## config.mk

```make
export PLATFORM = sky130hd
export DESIGN_NAME = puf_challenge_sequencer
export DESIGN_NICKNAME = d
export VERILOG_FILES = /design/src/rtl/puf_pkg.sv /design/src/rtl/ro_edge_counter.sv /design/src/rtl/puf_challenge_sequencer.sv
export SDC_FILE = /design/constraint.sdc
export NUM_CORES = 1
export LEC_CHECK = 0
export BUFFER_PORTS_ARGS = -buffer_cell sky130_fd_sc_hd__buf_2
export CORE_MARGIN = 3
export CORE_UTILIZATION = 45
export DETAILED_ROUTE_END_ITERATION = 10
export GPL_ROUTABILITY_DRIVEN = 0
export SLEW_MARGIN = 30
export SYNTH_ARGS = -nofsm -noshare
export SYNTH_HDL_FRONTEND = slang
export SYNTH_SLANG_ARGS = --single-unit
```

## constraint.sdc

```tcl
create_clock -name clk -period 3.8 [get_ports clk]
set_input_delay 0.57 -clock clk [delete_from_list [all_inputs] [get_ports clk]]
set_output_delay 0.57 -clock clk [all_outputs]
set_load 0.02 [all_outputs]
```

## src/rtl/puf_pkg.sv

```systemverilog
// Shared types and default constants for the RO PUF challenge sequencer.
package puf_pkg;

    typedef enum logic [2:0] {
        IDLE,
        SEED,
        LOAD,
        SETTLE,
        MEASURE,
        COMPARE,
        STEP,
        DONE
    } state_t;

    localparam int unsigned DEF_CHAL_BITS     = 8;
    localparam int unsigned DEF_RESP_BITS     = 32;
    localparam int unsigned DEF_WIN_CYCLES    = 1024;
    localparam int unsigned DEF_SETTLE_CYCLES = 4;
    localparam int unsigned DEF_CNT_W         = 16;

endpackage

```

## src/rtl/ro_edge_counter.sv

```systemverilog
// Synchronises one ring-oscillator output, detects rising edges and
// counts them in a saturating counter with clear and enable.
module ro_edge_counter
    import puf_pkg::*;
#(
    parameter int unsigned CNT_W = DEF_CNT_W
) (
    input  logic             clk,
    input  logic             rst_n,
    input  logic             ro,
    input  logic             clr,
    input  logic             en,
    output logic [CNT_W-1:0] cnt
);

    localparam logic [CNT_W-1:0] ONE = 1;

    logic [2:0] sync;
    logic       rise;

    // sync[1:0] is the 2-flop synchroniser, sync[2] the edge reference
    always_ff @(posedge clk or negedge rst_n) begin
        if (!rst_n) begin
            sync <= '0;
        end else begin
            sync <= {sync[1:0], ro};
        end
    end

    assign rise = sync[1] & ~sync[2];

    always_ff @(posedge clk or negedge rst_n) begin
        if (!rst_n) begin
            cnt <= '0;
        end else if (clr) begin
            cnt <= '0;
        end else if (en && rise && (cnt != '1)) begin
            cnt <= cnt + ONE;
        end
    end

endmodule

```

## src/rtl/puf_challenge_sequencer.sv

```systemverilog
// RO PUF sequencer: steps the challenge LFSR, measures each selected
// oscillator pair over a fixed window and packs the response bits.
module puf_challenge_sequencer
    import puf_pkg::*;
#(
    parameter int unsigned CHAL_BITS     = DEF_CHAL_BITS,
    parameter int unsigned RESP_BITS     = DEF_RESP_BITS,
    parameter int unsigned WIN_CYCLES    = DEF_WIN_CYCLES,
    parameter int unsigned SETTLE_CYCLES = DEF_SETTLE_CYCLES,
    parameter int unsigned CNT_W         = DEF_CNT_W
) (
    input  logic                 clk,
    input  logic                 rst_n,
    input  logic                 start,
    input  logic [CHAL_BITS-1:0] seed,
    output logic                 lfsr_en,
    output logic                 lfsr_seed_dv,
    output logic [CHAL_BITS-1:0] lfsr_seed,
    input  logic [CHAL_BITS-1:0] lfsr_data,
    output logic [CHAL_BITS-1:0] ro_sel,
    output logic                 ro_en,
    input  logic                 ro_a,
    input  logic                 ro_b,
    output logic                 busy,
    output logic                 resp_valid,
    input  logic                 resp_ready,
    output logic [RESP_BITS-1:0] resp
);

    localparam int unsigned TMAX =
        (WIN_CYCLES > SETTLE_CYCLES) ? WIN_CYCLES : SETTLE_CYCLES;
    localparam int unsigned TW = $clog2(TMAX);
    localparam int unsigned IW =
        (RESP_BITS > 1) ? $clog2(RESP_BITS) : 1;

    localparam logic [TW-1:0] T_SETTLE = TW'(SETTLE_CYCLES - 1);
    localparam logic [TW-1:0] T_WIN    = TW'(WIN_CYCLES - 1);
    localparam logic [TW-1:0] T_ONE    = 1;
    localparam logic [IW-1:0] I_LAST   = IW'(RESP_BITS - 1);
    localparam logic [IW-1:0] I_ONE    = 1;

    state_t           state;
    state_t           state_nx;
    logic [TW-1:0]    tmr;
    logic             tmr_zero;
    logic [IW-1:0]    idx;
    logic [CNT_W-1:0] cnt_a;
    logic [CNT_W-1:0] cnt_b;
    logic             cnt_clr;
    logic             cnt_en;

    assign tmr_zero = (tmr == '0);

    always_ff @(posedge clk or negedge rst_n) begin
        if (!rst_n) begin
            state <= IDLE;
        end else begin
            state <= state_nx;
        end
    end

    always_comb begin
        state_nx = state;
        unique case (state)
            IDLE:    if (start) state_nx = SEED;
            SEED:    state_nx = LOAD;
            LOAD:    state_nx = SETTLE;
            SETTLE:  if (tmr_zero) state_nx = MEASURE;
            MEASURE: if (tmr_zero) state_nx = COMPARE;
            COMPARE: state_nx = STEP;
            STEP:    state_nx = (idx == I_LAST) ? DONE : LOAD;
            DONE:    if (resp_ready) state_nx = IDLE;
            default: state_nx = IDLE;
        endcase
    end

    always_comb begin
        lfsr_en      = 1'b0;
        lfsr_seed_dv = 1'b0;
        ro_en        = 1'b0;
        busy         = (state != IDLE);
        resp_valid   = 1'b0;
        cnt_clr      = 1'b0;
        cnt_en       = 1'b0;
        unique case (state)
            SEED: begin
                lfsr_en      = 1'b1;
                lfsr_seed_dv = 1'b1;
            end
            LOAD:    cnt_clr = 1'b1;
            SETTLE: begin
                ro_en   = 1'b1;
                cnt_clr = 1'b1;
            end
            MEASURE: begin
                ro_en  = 1'b1;
                cnt_en = 1'b1;
            end
            STEP:    lfsr_en = 1'b1;
            DONE:    resp_valid = 1'b1;
            default: ;
        endcase
    end

    always_ff @(posedge clk or negedge rst_n) begin
        if (!rst_n) begin
            lfsr_seed <= '0;
            ro_sel    <= '0;
            tmr       <= '0;
            idx       <= '0;
            resp      <= '0;
        end else begin
            unique case (state)
                IDLE: if (start) lfsr_seed <= seed;
                SEED: idx <= '0;
                LOAD: begin
                    ro_sel <= lfsr_data;
                    tmr    <= T_SETTLE;
                end
                SETTLE: tmr <= tmr_zero ? T_WIN : tmr - T_ONE;
                MEASURE: if (!tmr_zero) tmr <= tmr - T_ONE;
                COMPARE: resp[idx] <= (cnt_a > cnt_b);
                STEP: if (idx != I_LAST) idx <= idx + I_ONE;
                default: ;
            endcase
        end
    end

    ro_edge_counter #(.CNT_W(CNT_W)) u_cnt_a (
        .clk   (clk),
        .rst_n (rst_n),
        .ro    (ro_a),
        .clr   (cnt_clr),
        .en    (cnt_en),
        .cnt   (cnt_a)
    );

    ro_edge_counter #(.CNT_W(CNT_W)) u_cnt_b (
        .clk   (clk),
        .rst_n (rst_n),
        .ro    (ro_b),
        .clr   (cnt_clr),
        .en    (cnt_en),
        .cnt   (cnt_b)
    );

endmodule

```

Word level (Yosys, flattened, before mapping) --
Cells that the tools add are included.
Storage, ports and cells: flip-flop bits (word level) 104, input port bits 22, output and inout port bits 53, logic and storage cells 81
Cells by class: $add $sub $neg 4, order comparisons 3, equal/unequal tests 17, multiplexer cells 24, bitwise gates (word level) 4, reductions and logical operators 19
Operators with widths (number):
- 16-bit 2-to-1 mux | 4
- 16-bit by 1-bit adder with 16-bit output (second input constant) | 2
- 32-bit bitwise mux | 1
- 16-bit inequality test (second input constant) | 2
- 10-bit case mux with 3 select lines | 1
- 3-bit case mux with 8 select lines | 1
- 10-bit 2-to-1 mux | 2
- 16-bit greater-than comparator | 1
- 3-bit 2-to-1 mux | 5
- 3-bit == test (second input constant) | 4
- 2-bit inequality test (second input constant) | 6
- 10-bit zero test | 1
- 5-bit case mux with 2 select lines | 1
- 10-bit by 1-bit subtractor with 10-bit output (second input constant) | 1
- 1-bit 2-to-1 mux | 7
- 3-bit by 2-bit == test with 1-bit output (second input constant) | 2
- 5-bit by 6-bit < comparator with 1-bit output (second input constant) | 1
- 2-bit AND reduction | 3
- 2-bit nonzero test | 3
- 3-bit nonzero test | 2
- 2-bit OR reduction | 3
- 5-bit by 1-bit adder with 5-bit output (second input constant) | 1
- 1-bit demux with 5-bit select | 1
- 5-bit == test (second input constant) | 1
- other kinds (9) | 15

Depth between registers and ports, before layout --
depth after elaboration 6, gate-level depth with buffers 10, gate-level depth less buffers 7

Hierarchy --
A second synthesis with hierarchy kept.
Unflattened totals: cell total of the unflattened synthesis 589, area, all modules 5745.5 sq um
Modules (own cells, without submodules):
- puf_challenge_sequencer | instances 1, cells each 387, area each 3736.1 sq um, seq. area each 1651.6 sq um
- ro_edge_counter | instances 2, cells each 101, area each 1004.7 sq um, seq. area each 475.5 sq um

Least setup slack after synthesis --
OpenSTA, ideal clock, no wires.
path kind flip-flop to flip-flop, start register u_cnt_b.cnt[13], end register resp[28], library setup time 0.110 ns, data arrival time 2.072 ns, data required time 3.690 ns, slack 1.617 ns, stages on the path, launching flop included 10, buffers on the path 2, clock period less this slack 2.183 ns, path through dfrtp_1 > inv_1 > ha_1 > nand4_2 > nor4_2 > a21boi_1 > and4b_1 > buf_6 > buf_6 > o41ai_1
Between the ends: cells in the longest elaborated chain, start to end 2
RTL lines:
- start: declaration | RTL line ro_edge_counter.sv:13 | output logic [CNT_W-1:0] cnt
- start signal: assignment | RTL line ro_edge_counter.sv:38 | cnt <= cnt + ONE;
- 16-bit greater-than comparator | RTL line puf_challenge_sequencer.sv:122 | COMPARE: resp[idx] <= (cnt_a > cnt_b);
- 32-bit bitwise mux | RTL line puf_challenge_sequencer.sv:122
- end signal: indexed assignment | RTL line puf_challenge_sequencer.sv:122
- end: declaration | RTL line puf_challenge_sequencer.sv:27 | output logic [RESP_BITS-1:0] resp
No other way between the ends. A chain may end at the register's enable or synchronous reset.

Worst setup path in the final report --
start register state[1], end output port ro_en
Between the ends: cells in the longest elaborated chain, start to end 3, elaborated cells on any way between the ends 4, those cells by class eq/ne: 2; mux: 1; reduce/logical: 1
RTL lines:
- start: declaration | RTL line puf_challenge_sequencer.sv:42 | state_t state;
- start signal: assignment | RTL line puf_challenge_sequencer.sv:58 | state <= state_nx;
- 3-bit == test / 3-bit by 2-bit == test with 1-bit output (equally long branches) | RTL line puf_challenge_sequencer.sv:85 | unique case (state)
- 2-bit OR reduction (no source line) (*)
- 1-bit 2-to-1 mux (*) | RTL line puf_challenge_sequencer.sv:85
- end: declaration | RTL line puf_challenge_sequencer.sv:21 | output logic ro_en,
Mark *: on every way between the ends. The rest lies on a longest branch, timed or not.

==> impl_metrics.ini <==
[run_status]
outcome = completed

[yosys]
syn_area_sq_mm = 0.005628
synth_cells = 571
async_flop_share_pct = 100.0
ys.flop_type = dfrtp_1
synth_cell_types = 63
ys_seq_elements = 104
synth_edf_count = 0
ys.warnings.count = 0
synthesis.nets = 618
syn_area_per_cell_sq_um = 9.856
synth-seq-area-share_pct = 46.24

[placement]
place.detailed.hpwl_microns = 8996
dp_slack_ns = 1.266
port_buffers = 74

[clock_network]
cts_tree = built
cts_sinks = 104
htreeDepth = 3
clk_latency_ns = 0.35
cts_buffers = 9
cts_setup_buffers = 0
clk_pin_slew_worst_paths_ns = 0.07
clock_path_buffers = 2
cts_hold_buf = 0
cts_resized = 0
root_buffer = clkbuf_16

[setup_path]
cp-end-kind = output port
r2r_setup_slack_ns = 1.29
arrival_ns = 2.18
required_ns = 3.23
path_class = flip-flop to output port
cp_max_fo = 33
cp-start-kind = flip-flop

[layout]
flow.area_growth_from_synthesis_pct = 13.58
antennaDiodeCount = 0
layout_common_cells = dfrtp_1, buf_2, o21ai_0, nor2_1, nand2_1
final_util_pct = 52.78
final_layout_size_suffix_gt1_share_pct = 20.03
layout_commonest_cell = dfrtp_1
finalNetCount = 676

[sta]
worstMarginPinSlew_ns = 0.8516
clock_skew_ns = 0.004651
finalCriticalPeriod_ns = 2.750
slew_headroom_pct = 42.75
tns_ns = 0
final-setup-viol-count = 0
drv_slew = 0
hold_violations = 0
finalCritPeriodShare_pct = 72.36
finalWorstSetupSlack_ns = 1.050
finalHoldWorstSlack_ns = 0.2400
rsz0062_at_grt = no
max_freq_mhz = 363.7

[power]
power_density_mw_per_mm2 = 419.0
ir_drop_mv = 0.2690
cellLeakagePower_nw = 2.969
power.total_mw = 2.678

[routing]
drc_errors = 0
drtPass1Iterations = 5
ant_nets = 0
drt_iter0_drc = 246
drt-total-wl_microns = 13030
vias = 4587
wl_per_cell_microns = 16.25
via_per_inst = 5.719

[floorplan]
core.rowCount = 40
initial_core_util_pct = 46.47
ios = 75
coreArea_sq_mm = 0.01211
dieArea_sq_mm = 0.01388
die_h_microns = 117.8
die_w_microns = 117.8

[worst_hold_path]
hp-class = primary input to async pin

[grt]
antenna_found_initial = 0
grt_first_pass_wirelength_microns = 22050
grt_pass1_vias = 4489
grt_use_total_pct = 19.21
grt.overflow.total = 0
grt_max_degree = 84

[run]
maxCapViolations = 0
==> flip-flops by register name, indices dropped and copies added (netlist names) <==
signal        flops
state             3
u_cnt_a.cnt      16
resp             32
u_cnt_b.sync      3
idx               5
u_cnt_a.sync      3
u_cnt_b.cnt      16
lfsr_seed         8
tmr              10
ro_sel            8
==> layer usage <==
layer	share of wire, %	vias up	global-route usage, %
met5	0	-	0
met3	4.5	19	4.085
met1	46	2228	25.65
met4	1.6	0	7.326
met2	48	102	30.79
li1	-	2238	-
==> power breakdown <==
part           switching, mW  total, mW  internal, mW
sequential            0.0804       1.24          1.16
clock                  0.421      0.935         0.514
combinational          0.367      0.506         0.139
==> critical path, cell delays in order, from the launching register on <==
cell and delay (ns):
dfrtp_1 0.84, nor2b_2 0.26, buf_4 0.36, a21o_1 0.19, buf_2 0.16
==> cell families after synthesis <==
kind of cell	Yosys count	share of synthesized area (%)
and+or+nand+nor	189	17.90
AOI/OAI and AO/OA	155	18.56
DFF	104	46.24
buffers and inverters	57	4.446
adders and majority gates	25	5.558
muxes	24	4.646
xor gates and xnor gates	17	2.646
==> stage by stage <==
step	instance area, sq um	std cells
6_report	6392	802
5_1_grt	6392	802
2_1_floorplan	5628	571
3_5_place_dp	6096	786
4_1_cts	6392	802
3_3_place_gp	6091	786
==> worst paths after layout <==
path	startpoint	end	cells after the start
min reg2reg	u_cnt_a.sync[0]	u_cnt_a.sync[1]	0
max	state[1]	ro_en	4
min in group clk	ro_b	u_cnt_b.sync[0]	1
max reg2reg	u_cnt_b.cnt[13]	resp[1]	7
max in group asynchronous	rst_n	lfsr_seed[4]	2
min	rst_n	u_cnt_a.cnt[5]	1
==> cells in the mapped netlist, drive strengths merged, types with 2 or more instances <==
library cell    n  area share [%]
nor4            7             1.3
o22ai           4            0.44
o21a            3            0.40
nand3          14             1.4
and4            3            0.47
nand2          45             3.0
and2            3            0.36
o21ai          51             4.5
inv            25             1.7
dfrtp         104              46
ha             25             5.6
nand4          13             1.6
nor3           18             1.6
and4b           2            0.36
nor3b           3            0.60
and3            9             1.0
mux2i           7             1.2
a211oi          9             1.2
a21oi          28             2.5
xnor2          17             2.6
nand2b          3            0.33
a21o            3            0.40
buf            12             1.4
clkbuf         19             1.3
nor2           49             3.3
o41ai          33             5.5
a2111oi         4            0.89
o211ai          2            0.27
a31oi           7            0.78
nand3b          3            0.40
or3             5            0.64
nor2b           6            0.67
or3b            3            0.47
mux2           17             3.4
==> area by class of cell <==
type | instances | area, sq um
fill | 1132 | 5719
multi-input combinational | 410 | 2779
sequential | 104 | 2603
timing repair buffer | 78 | 406.6
clock buffer | 10 | 229.0
tap | 168 | 210.2
inverter | 26 | 97.59
clock inverter | 6 | 67.56
No activity file was read; power rests on OpenSTA's default activity.
